## config.mk

```make
export PLATFORM = sky130hd
export DESIGN_NAME = rr_arb_mux_flat
export DESIGN_NICKNAME = d
export VERILOG_FILES = /design/src/rtl/rr_arb_mux_if.sv /design/src/rtl/rr_arb_mux.sv /design/src/flat_wrapper.sv
export SDC_FILE = /design/constraint.sdc
export NUM_CORES = 1
export LEC_CHECK = 0
export CORE_ASPECT_RATIO = 1.5
export CORE_MARGIN = 3
export CORE_UTILIZATION = 35
export DETAILED_ROUTE_END_ITERATION = 10
export HOLD_SLACK_MARGIN = 0.06
export PLACE_DENSITY = 0.73
export SYNTH_ARGS = -nofsm -noshare
export SYNTH_HDL_FRONTEND = slang
export SYNTH_SLANG_ARGS = --single-unit
```

## constraint.sdc

```tcl
create_clock -name clk_i -period 8.54 [get_ports clk_i]
set_clock_uncertainty 0.15 [all_clocks]
set_input_delay 1.281 -clock clk_i [delete_from_list [all_inputs] [get_ports clk_i]]
set_output_delay 1.281 -clock clk_i [all_outputs]
set_load 0.05 [all_outputs]
```

## src/rtl/rr_arb_mux_if.sv

```systemverilog
// rr_arb_mux_if: handshake bundle between N_CH producers, the arbiter and one consumer.
//   mode_i      - arbitration mode (00 fixed, 01 round-robin, 10 forced, 11 = 00)
//   sel_i       - one-hot forced select (mode 10 only)
//   in_valid_i  - per-channel valid
//   in_data_i   - packed channel data, channel k at [k*W +: W]
//   in_ready_o  - per-channel ready, at most one bit set
//   out_valid_o - output register holds a beat
//   out_ready_i - consumer accepts the beat
//   out_data_o  - registered data
//   out_ch_o    - source channel of the registered beat
//   sel_err_o   - forced mode with a non one-hot select
// The slave modport is the arbiter's view; master is the surrounding logic.
interface rr_arb_mux_if #(
    parameter int unsigned N_CH = 4,
    parameter int unsigned W    = 8
);
    localparam int unsigned IW = (N_CH > 1) ? $clog2(N_CH) : 1;

    logic [1:0]        mode_i;
    logic [N_CH-1:0]   sel_i;
    logic [N_CH-1:0]   in_valid_i;
    logic [N_CH*W-1:0] in_data_i;
    logic [N_CH-1:0]   in_ready_o;
    logic              out_valid_o;
    logic              out_ready_i;
    logic [W-1:0]      out_data_o;
    logic [IW-1:0]     out_ch_o;
    logic              sel_err_o;

    modport master (
        output mode_i, sel_i, in_valid_i, in_data_i, out_ready_i,
        input  in_ready_o, out_valid_o, out_data_o, out_ch_o, sel_err_o
    );

    modport slave (
        input  mode_i, sel_i, in_valid_i, in_data_i, out_ready_i,
        output in_ready_o, out_valid_o, out_data_o, out_ch_o, sel_err_o
    );
endinterface

```

## src/rtl/rr_arb_mux.sv

```systemverilog
// rr_arb_mux: N_CH-channel, W-bit arbitrating mux with a registered output stage.
// Picks one requesting channel per cycle (fixed priority, round-robin or forced
// one-hot select) and holds the beat until the consumer takes it.
//   clk_i - clock, rising edge
//   rst_i - synchronous active-high reset
//   bus   - rr_arb_mux_if.slave handshake bundle (see interface header)
module rr_arb_mux #(
    parameter int unsigned N_CH = 4,
    parameter int unsigned W    = 8
) (
    input  logic         clk_i,
    input  logic         rst_i,
    rr_arb_mux_if.slave  bus
);
    localparam int unsigned IW = (N_CH > 1) ? $clog2(N_CH) : 1;

    logic              out_valid_q;
    logic [W-1:0]      out_data_q;
    logic [IW-1:0]     out_ch_q;
    logic [IW-1:0]     ptr_q;

    logic              win_vld;
    logic [IW-1:0]     win_idx;
    logic [W-1:0]      win_data;
    logic              sel_err;
    logic              load;
    logic [N_CH-1:0]   in_ready;
    logic [IW-1:0]     ptr_nxt;
    logic [IW-1:0]     rr_idx;
    int                rr_pos;

    // Winner selection, load decision and grant vector.
    always_comb begin
        win_vld  = 1'b0;
        win_idx  = '0;
        win_data = '0;
        sel_err  = 1'b0;
        in_ready = '0;
        rr_pos   = 0;
        rr_idx   = '0;

        case (bus.mode_i)
            2'b01: begin
                // Walk offsets high to low so the nearest requester after ptr wins.
                for (int i = int'(N_CH) - 1; i >= 0; i--) begin
                    rr_pos = int'(ptr_q) + i;
                    if (rr_pos >= int'(N_CH)) rr_pos = rr_pos - int'(N_CH);
                    rr_idx = IW'(rr_pos);
                    if (bus.in_valid_i[rr_idx]) begin
                        win_vld = 1'b1;
                        win_idx = rr_idx;
                    end
                end
            end
            2'b10: begin
                sel_err = ~$onehot(bus.sel_i);
                if (!sel_err) begin
                    for (int k = 0; k < int'(N_CH); k++) begin
                        if (bus.sel_i[k]) begin
                            win_idx = IW'(k);
                            win_vld = bus.in_valid_i[k];
                        end
                    end
                end
            end
            default: begin
                // Descending scan: lowest valid index is assigned last.
                for (int k = int'(N_CH) - 1; k >= 0; k--) begin
                    if (bus.in_valid_i[k]) begin
                        win_vld = 1'b1;
                        win_idx = IW'(k);
                    end
                end
            end
        endcase

        for (int k = 0; k < int'(N_CH); k++) begin
            if (IW'(k) == win_idx) win_data = bus.in_data_i[k*W +: W];
        end

        // Reset blocks any handshake so nothing is lost while held in reset.
        load = ~rst_i & win_vld & (~out_valid_q | bus.out_ready_i);
        if (load) in_ready[win_idx] = 1'b1;

        ptr_nxt = (win_idx == IW'(N_CH - 1)) ? '0 : win_idx + IW'(1);
    end

    // Output register and round-robin pointer.
    always_ff @(posedge clk_i) begin
        if (rst_i) begin
            out_valid_q <= 1'b0;
            out_data_q  <= '0;
            out_ch_q    <= '0;
            ptr_q       <= '0;
        end else begin
            if (load) begin
                out_valid_q <= 1'b1;
                out_data_q  <= win_data;
                out_ch_q    <= win_idx;
                if (bus.mode_i == 2'b01) ptr_q <= ptr_nxt;
            end else if (out_valid_q && bus.out_ready_i) begin
                out_valid_q <= 1'b0;
            end
        end
    end

    assign bus.in_ready_o  = in_ready;
    assign bus.out_valid_o = out_valid_q;
    assign bus.out_data_o  = out_data_q;
    assign bus.out_ch_o    = out_ch_q;
    assign bus.sel_err_o   = sel_err;
endmodule
```

## src/flat_wrapper.sv

```systemverilog
// flat-port wrapper written by rule: the top's interface ports become plain ports
module rr_arb_mux_flat 
#(
    parameter int unsigned N_CH = 4,
    parameter int unsigned W    = 8
)
  (clk_i, rst_i, bus_mode_i, bus_sel_i, bus_in_valid_i, bus_in_data_i, bus_out_ready_i, bus_in_ready_o, bus_out_valid_o, bus_out_data_o, bus_out_ch_o, bus_sel_err_o);
  rr_arb_mux_if #(.N_CH(N_CH), .W(W)) bus_i ();
  input  logic clk_i;
  input  logic rst_i;
  input wire logic [$bits(bus_i.mode_i)-1:0] bus_mode_i;
  input wire logic [$bits(bus_i.sel_i)-1:0] bus_sel_i;
  input wire logic [$bits(bus_i.in_valid_i)-1:0] bus_in_valid_i;
  input wire logic [$bits(bus_i.in_data_i)-1:0] bus_in_data_i;
  input wire logic [$bits(bus_i.out_ready_i)-1:0] bus_out_ready_i;
  output wire logic [$bits(bus_i.in_ready_o)-1:0] bus_in_ready_o;
  output wire logic [$bits(bus_i.out_valid_o)-1:0] bus_out_valid_o;
  output wire logic [$bits(bus_i.out_data_o)-1:0] bus_out_data_o;
  output wire logic [$bits(bus_i.out_ch_o)-1:0] bus_out_ch_o;
  output wire logic [$bits(bus_i.sel_err_o)-1:0] bus_sel_err_o;
  assign bus_i.mode_i = bus_mode_i;
  assign bus_i.sel_i = bus_sel_i;
  assign bus_i.in_valid_i = bus_in_valid_i;
  assign bus_i.in_data_i = bus_in_data_i;
  assign bus_i.out_ready_i = bus_out_ready_i;
  assign bus_in_ready_o = bus_i.in_ready_o;
  assign bus_out_valid_o = bus_i.out_valid_o;
  assign bus_out_data_o = bus_i.out_data_o;
  assign bus_out_ch_o = bus_i.out_ch_o;
  assign bus_sel_err_o = bus_i.sel_err_o;
  rr_arb_mux #(.N_CH(N_CH), .W(W)) u_core (.clk_i(clk_i), .rst_i(rst_i), .bus(bus_i));
endmodule
```

* Yosys cells after proc, flatten, opt, wreduce, memory -nomap -nowiden
Cells that the tools add are included.
Word-level totals: flip-flop bits (word level) 13, output and inout bits 16, logic and storage cells 97, input bits 45
Operators by class: bitwise operators 6, equal/unequal tests 7, mux-type cells 54, add/sub/neg operators 11, reduce and logical (&&, ||, !) cells 5, $lt $le $gt $ge 10
Operator list (count):
- 2-bit two-way mux | 20
- 8-bit two-way mux | 4
- 1-bit two-way mux | 22
- 2-bit by 3-bit < comparator with 1-bit output (second input constant) | 5
- 3-bit >= comparator (second input constant) | 3
- 1-bit binary-select mux with 2-bit select | 4
- 2-bit by 1-bit subtractor with 2-bit output (second input constant) | 4
- 2-bit by 2-bit adder with 3-bit output (second input constant) | 2
- 1-bit by 1-bit adder with 2-bit output | 2
- 2-bit == test (first input constant) | 2
- 2-bit == test (second input constant) | 2
- 4-bit two-way mux | 1
- 2-bit one-hot mux with 2 select lines | 1
- 2-bit by 1-bit adder with 3-bit output (second input constant) | 1
- 3-bit adder | 1
- 3-bit by 1-bit == test with 1-bit output (second input constant) | 1
- 2-bit by 3-bit >= comparator with 1-bit output (second input constant) | 1
- 1-bit NOT | 3
- 2-bit by 1-bit adder with 2-bit output (second input constant) | 1
- 1-bit AND | 2
- 1-bit demux with 2-bit select | 1
- 1-bit by 2-bit == test with 1-bit output (first input constant) | 1
- 2-bit by 1-bit == test with 1-bit output (second input constant) | 1
- 2-bit by 1-bit >= comparator with 1-bit output (second input constant) | 1
- 6 further kinds | 7

* Logic depth before layout (Yosys ltp)
word-level depth 16, gate-level depth with buffers 17, mapped depth without buffers 15

* Worst setup path after synthesis
No wires, ideal clock.
path type input to output, from input port bus_sel_i[2], to output port bus_in_ready_o[3], path buffers 2, data arrival time 4294 ps, setup slack 2815 ps, stages 13, required time 7109 ps, path through inv_1 ha_1 ha_1 fa_1 and4bb_2 nand2b_1 or2_2 and3_1 inv_1 ha_1 clkbuf_1 clkbuf_1 and3_1
On the way: cells in the longest elaborated chain, start to end 10, elaborated cells between the ends (all ways) 19, classes of those cells add/sub (2); order compare (2); eq/ne (1); mux (11); bitwise (2); reduce/logical (1)
Ends and longest elaborated chain:
- start: declaration | line flat_wrapper.sv:12 | input wire logic [$bits(bus_i.sel_i)-1:0] bus_sel_i;
- 1-bit by 1-bit adder with 2-bit output (not written as such) | line rr_arb_mux.sv:56 | sel_err = ~$onehot(bus.sel_i);
- 3-bit adder (not written as such) | line rr_arb_mux.sv:56
- 3-bit by 1-bit == test with 1-bit output | line rr_arb_mux.sv:56
- 2-bit two-way mux * | line rr_arb_mux.sv:57 | if (!sel_err) begin
- 2-bit one-hot mux with 2 select lines * | line rr_arb_mux.sv:42 | case (bus.mode_i)
- named net u_core.win_idx[0] | line rr_arb_mux.sv:23 | logic [IW-1:0] win_idx;
- 2-bit by 3-bit < comparator with 1-bit output (not written as such) / 2-bit by 1-bit >= comparator with 1-bit output (equally long branches) | line rr_arb_mux.sv:83 | if (load) in_ready[win_idx] = 1'b1;
- 1-bit logical AND (not written as such) | line rr_arb_mux.sv:83
- 1-bit two-way mux (not written as such) | line rr_arb_mux.sv:83
- 1-bit demux with 2-bit select *
- 4-bit two-way mux * | line rr_arb_mux.sv:83
- end: declaration | line flat_wrapper.sv:16 | output wire logic [$bits(bus_i.in_ready_o)-1:0] bus_in_ready_o;
The timed path passes the listed nets; every way through them passes the cells marked *.

* Final worst setup path
Ends and elaborated chain as after synthesis.

==> reports/summary.txt <==
Hold Vio Cnt, Final - 0
Final #Nets - 255
Synthesized Nets - 198
GRT Total Usage - 0.176
Post-synth EDFFs - 0
Gate power share - 0.495
Die width - 52.3 um
Sequential power share - 0.290
Ys async rst share - 0
Final ANT Viol Nets - 0
Clock power frac - 0.215
WP data arrival - 5450 ps
Worst-Margin Slew - 561 ps
Yosys warnings - 0
Number of global-route vias before repair - 1337
Crit Path Max Fanout - 17
Max_slew headroom - 0.626
XOR/XNOR share of the synthesized area - 0
Clock tree buffer depth - 2
Worst setup startpoint - bus_sel_i[2]
Final worst setup slack - 1660 ps
Power Dens Cells - 137 mW/mm2
Layout Cells excl Fill - 237
Fin area - 0.00178 mm2
CTS clock-pin slew for the worst setup and hold paths - 50 ps
Final setup vio count - 0
Static Leak - 0.697 nW
H-tree levels - 1
DR vias/cell - 5.54
Initial antenna violation count - 0
Share of cells above drive strength 1 - 0.0606
Yosys reg bits - 13
Simple-gate portion of the synthesized area - 0.205
Fin Hold WS - 364 ps
Diode count - 0
Initial core utilization - 0.375
Total number of vias - 1314
Detailed Route WL - 3440 um
Final GP Congestion - 0.787
Largest family of logic cells by synthesized area - compound AO/OA/AOI/OAI gates
Crit path kind - in -> out
Sw Ratio - 0.371
Power consumption - 0.245 mW
Sequential area share after synthesis - 0.231
CTS tree - yes
Complex-gate fraction of the synthesized area - 0.333
Largest net degree at the start of global routing - 27
First-pass GRT wire length - 5440 um
Detailed-route wire length per cell - 14.5 um
Most frequent cells in the layout - 60 x clkdlybuf4s50_1, 25 x a21oi_1, 13 x dfxtp_1
Total Neg Setup Slack - 0 ps
Cell variety after synth - 32
Worst Hold Class - reg -> reg
Status - completed
P_int - 0.154 mW
Root buffer cell - clkbuf_8
Post-layout util - 0.593
Cts bufs inserted - 3
HP Start - u_core.bus.out_valid_o$_SDFFE_PP0P_
Skew-Pair Late Insertion Delay - 230 ps
HPWL Detailed - 2720 um
Post-synthesis instance area - 0.00112 mm2
Syn Area/Cell - 7.92 um2
RSZ-0062 raised after global routing - no
Multiplexer share of the synthesized area - 0.0189
Dpl ws - 1720 ps
Sw power - 0.0908 mW
Die ar. - 0.00394 mm2
# clock sinks - 13
Crit share post-route - 0.806
Post-CTS setup buffer count - 0
Post-route DRC violation count - 0
Fin. max-slew vios - 0
CTS resizes - 0
Cells after Synth - 142
Fin crit period - 6880 ps
WP data required - 7110 ps
Adder-Cell Fraction of Synth Area - 0.129
Critical R2R Launch - u_core.ptr_q[0]$_SDFFE_PP0P_
Prevailing post-synth register cell - dfxtp_1
Row count - 24
Area post-placement - 0.00174 mm2
Peak Freq - 145 MHz
CP Capture Type - output port
IO Count - 61
Die height - 75.4 um
Worst vdd ir - 0.0000751 V
Inst Count DP - 233
Max-cap violations - 0
Gr ovfl total - 0
Most common cell after layout, fill and taps aside - clkdlybuf4s50_1
I/O Buffers - 60
TritonRoute pass-1 iters - 4
Area Growth Syn to Fin - 58.4%
CP startpoint kind - input port
Initial DRC Count - 31
Core area - 0.00300 mm2
CTS Hold Buffers Added - 0
[area by class of cell]
| type | count | area (um2) |
|---|---|---|
| sequential | 13 | 260 |
| tap | 39 | 48.8 |
| timing repair buffer | 62 | 616 |
| inverter | 11 | 41.3 |
| fill | 275 | 1220 |
| multi-input combinational | 108 | 771 |
| clock buffer | 4 | 45.0 |
[registers in the layout, indices dropped and copies added, names as in the netlist]
name                    count
u_core.bus.out_data_o       8
u_core.bus.out_ch_o         2
u_core.ptr_q                2
u_core.bus.out_valid_o      1
[per-layer routing]
metal  share of wire  GRT usage
met2            0.51      0.336
met1            0.40      0.184
met3           0.091     0.0431
met5               0          0
met4               0     0.0597
[cells in the mapped netlist (2+ instances only)]
library cell	count	area [um2]
a21oi_1	25	125
dfxtp_1	13	260
inv_1	11	41.3
nor2_1	11	41.3
a311oi_1	10	87.6
ha_1	10	125
nor3_1	10	50.1
a221oi_1	8	70.1
clkbuf_1	8	30.0
and3_1	5	31.3
nand2b_1	5	31.3
buf_6	2	22.5
nand3_1	2	10.0
nor2b_1	2	12.5
o21ai_0	2	10.0
or2_2	2	12.5
[final timing paths]
kind	endpoint	slack, ps	cells past startpoint
setup / recovery	bus_in_ready_o[3]	1660	13
setup reg to reg	u_core.bus.out_data_o[2]$_SDFFE_PP0P_	5590	11
hold reg to reg	u_core.bus.out_valid_o$_SDFFE_PP0P_	360	2
hold / removal	u_core.bus.out_valid_o$_SDFFE_PP0P_	360	2
[critical path, stage by stage]
cell             delay (ps)
clkdlybuf4s50_1         560
inv_1                    80
ha_1                    300
ha_1                    190
fa_1                    450
and4bb_2                310
nand2b_1                 60
or2_2                   290
and3_1                  230
inv_1                   110
ha_1                    520
and3_1                  250
clkdlybuf4s50_1         800
[cell families (layout without fill, tap and decap cells)]
group / Yosys count / count (layout)
AOI/OAI and AO/OA: 54 / 54
adders and majority gates: 11 / 11
buffers and inverters: 21 / 77
and+or+nand+nor: 41 / 41
muxes: 2 / 2
DFF: 13 / 13
[power groups by stage]
stage               Clock (mW)  Combinational [mW]  Sequential [mW]
floorplan                    0              0.0563           0.0907
global placement             0               0.120           0.0718
detailed placement           0               0.121           0.0720
CTS                     0.0544               0.121           0.0709
global route            0.0574               0.131           0.0716
finish                  0.0526               0.121           0.0709
(Power assumes the default switching activity.)
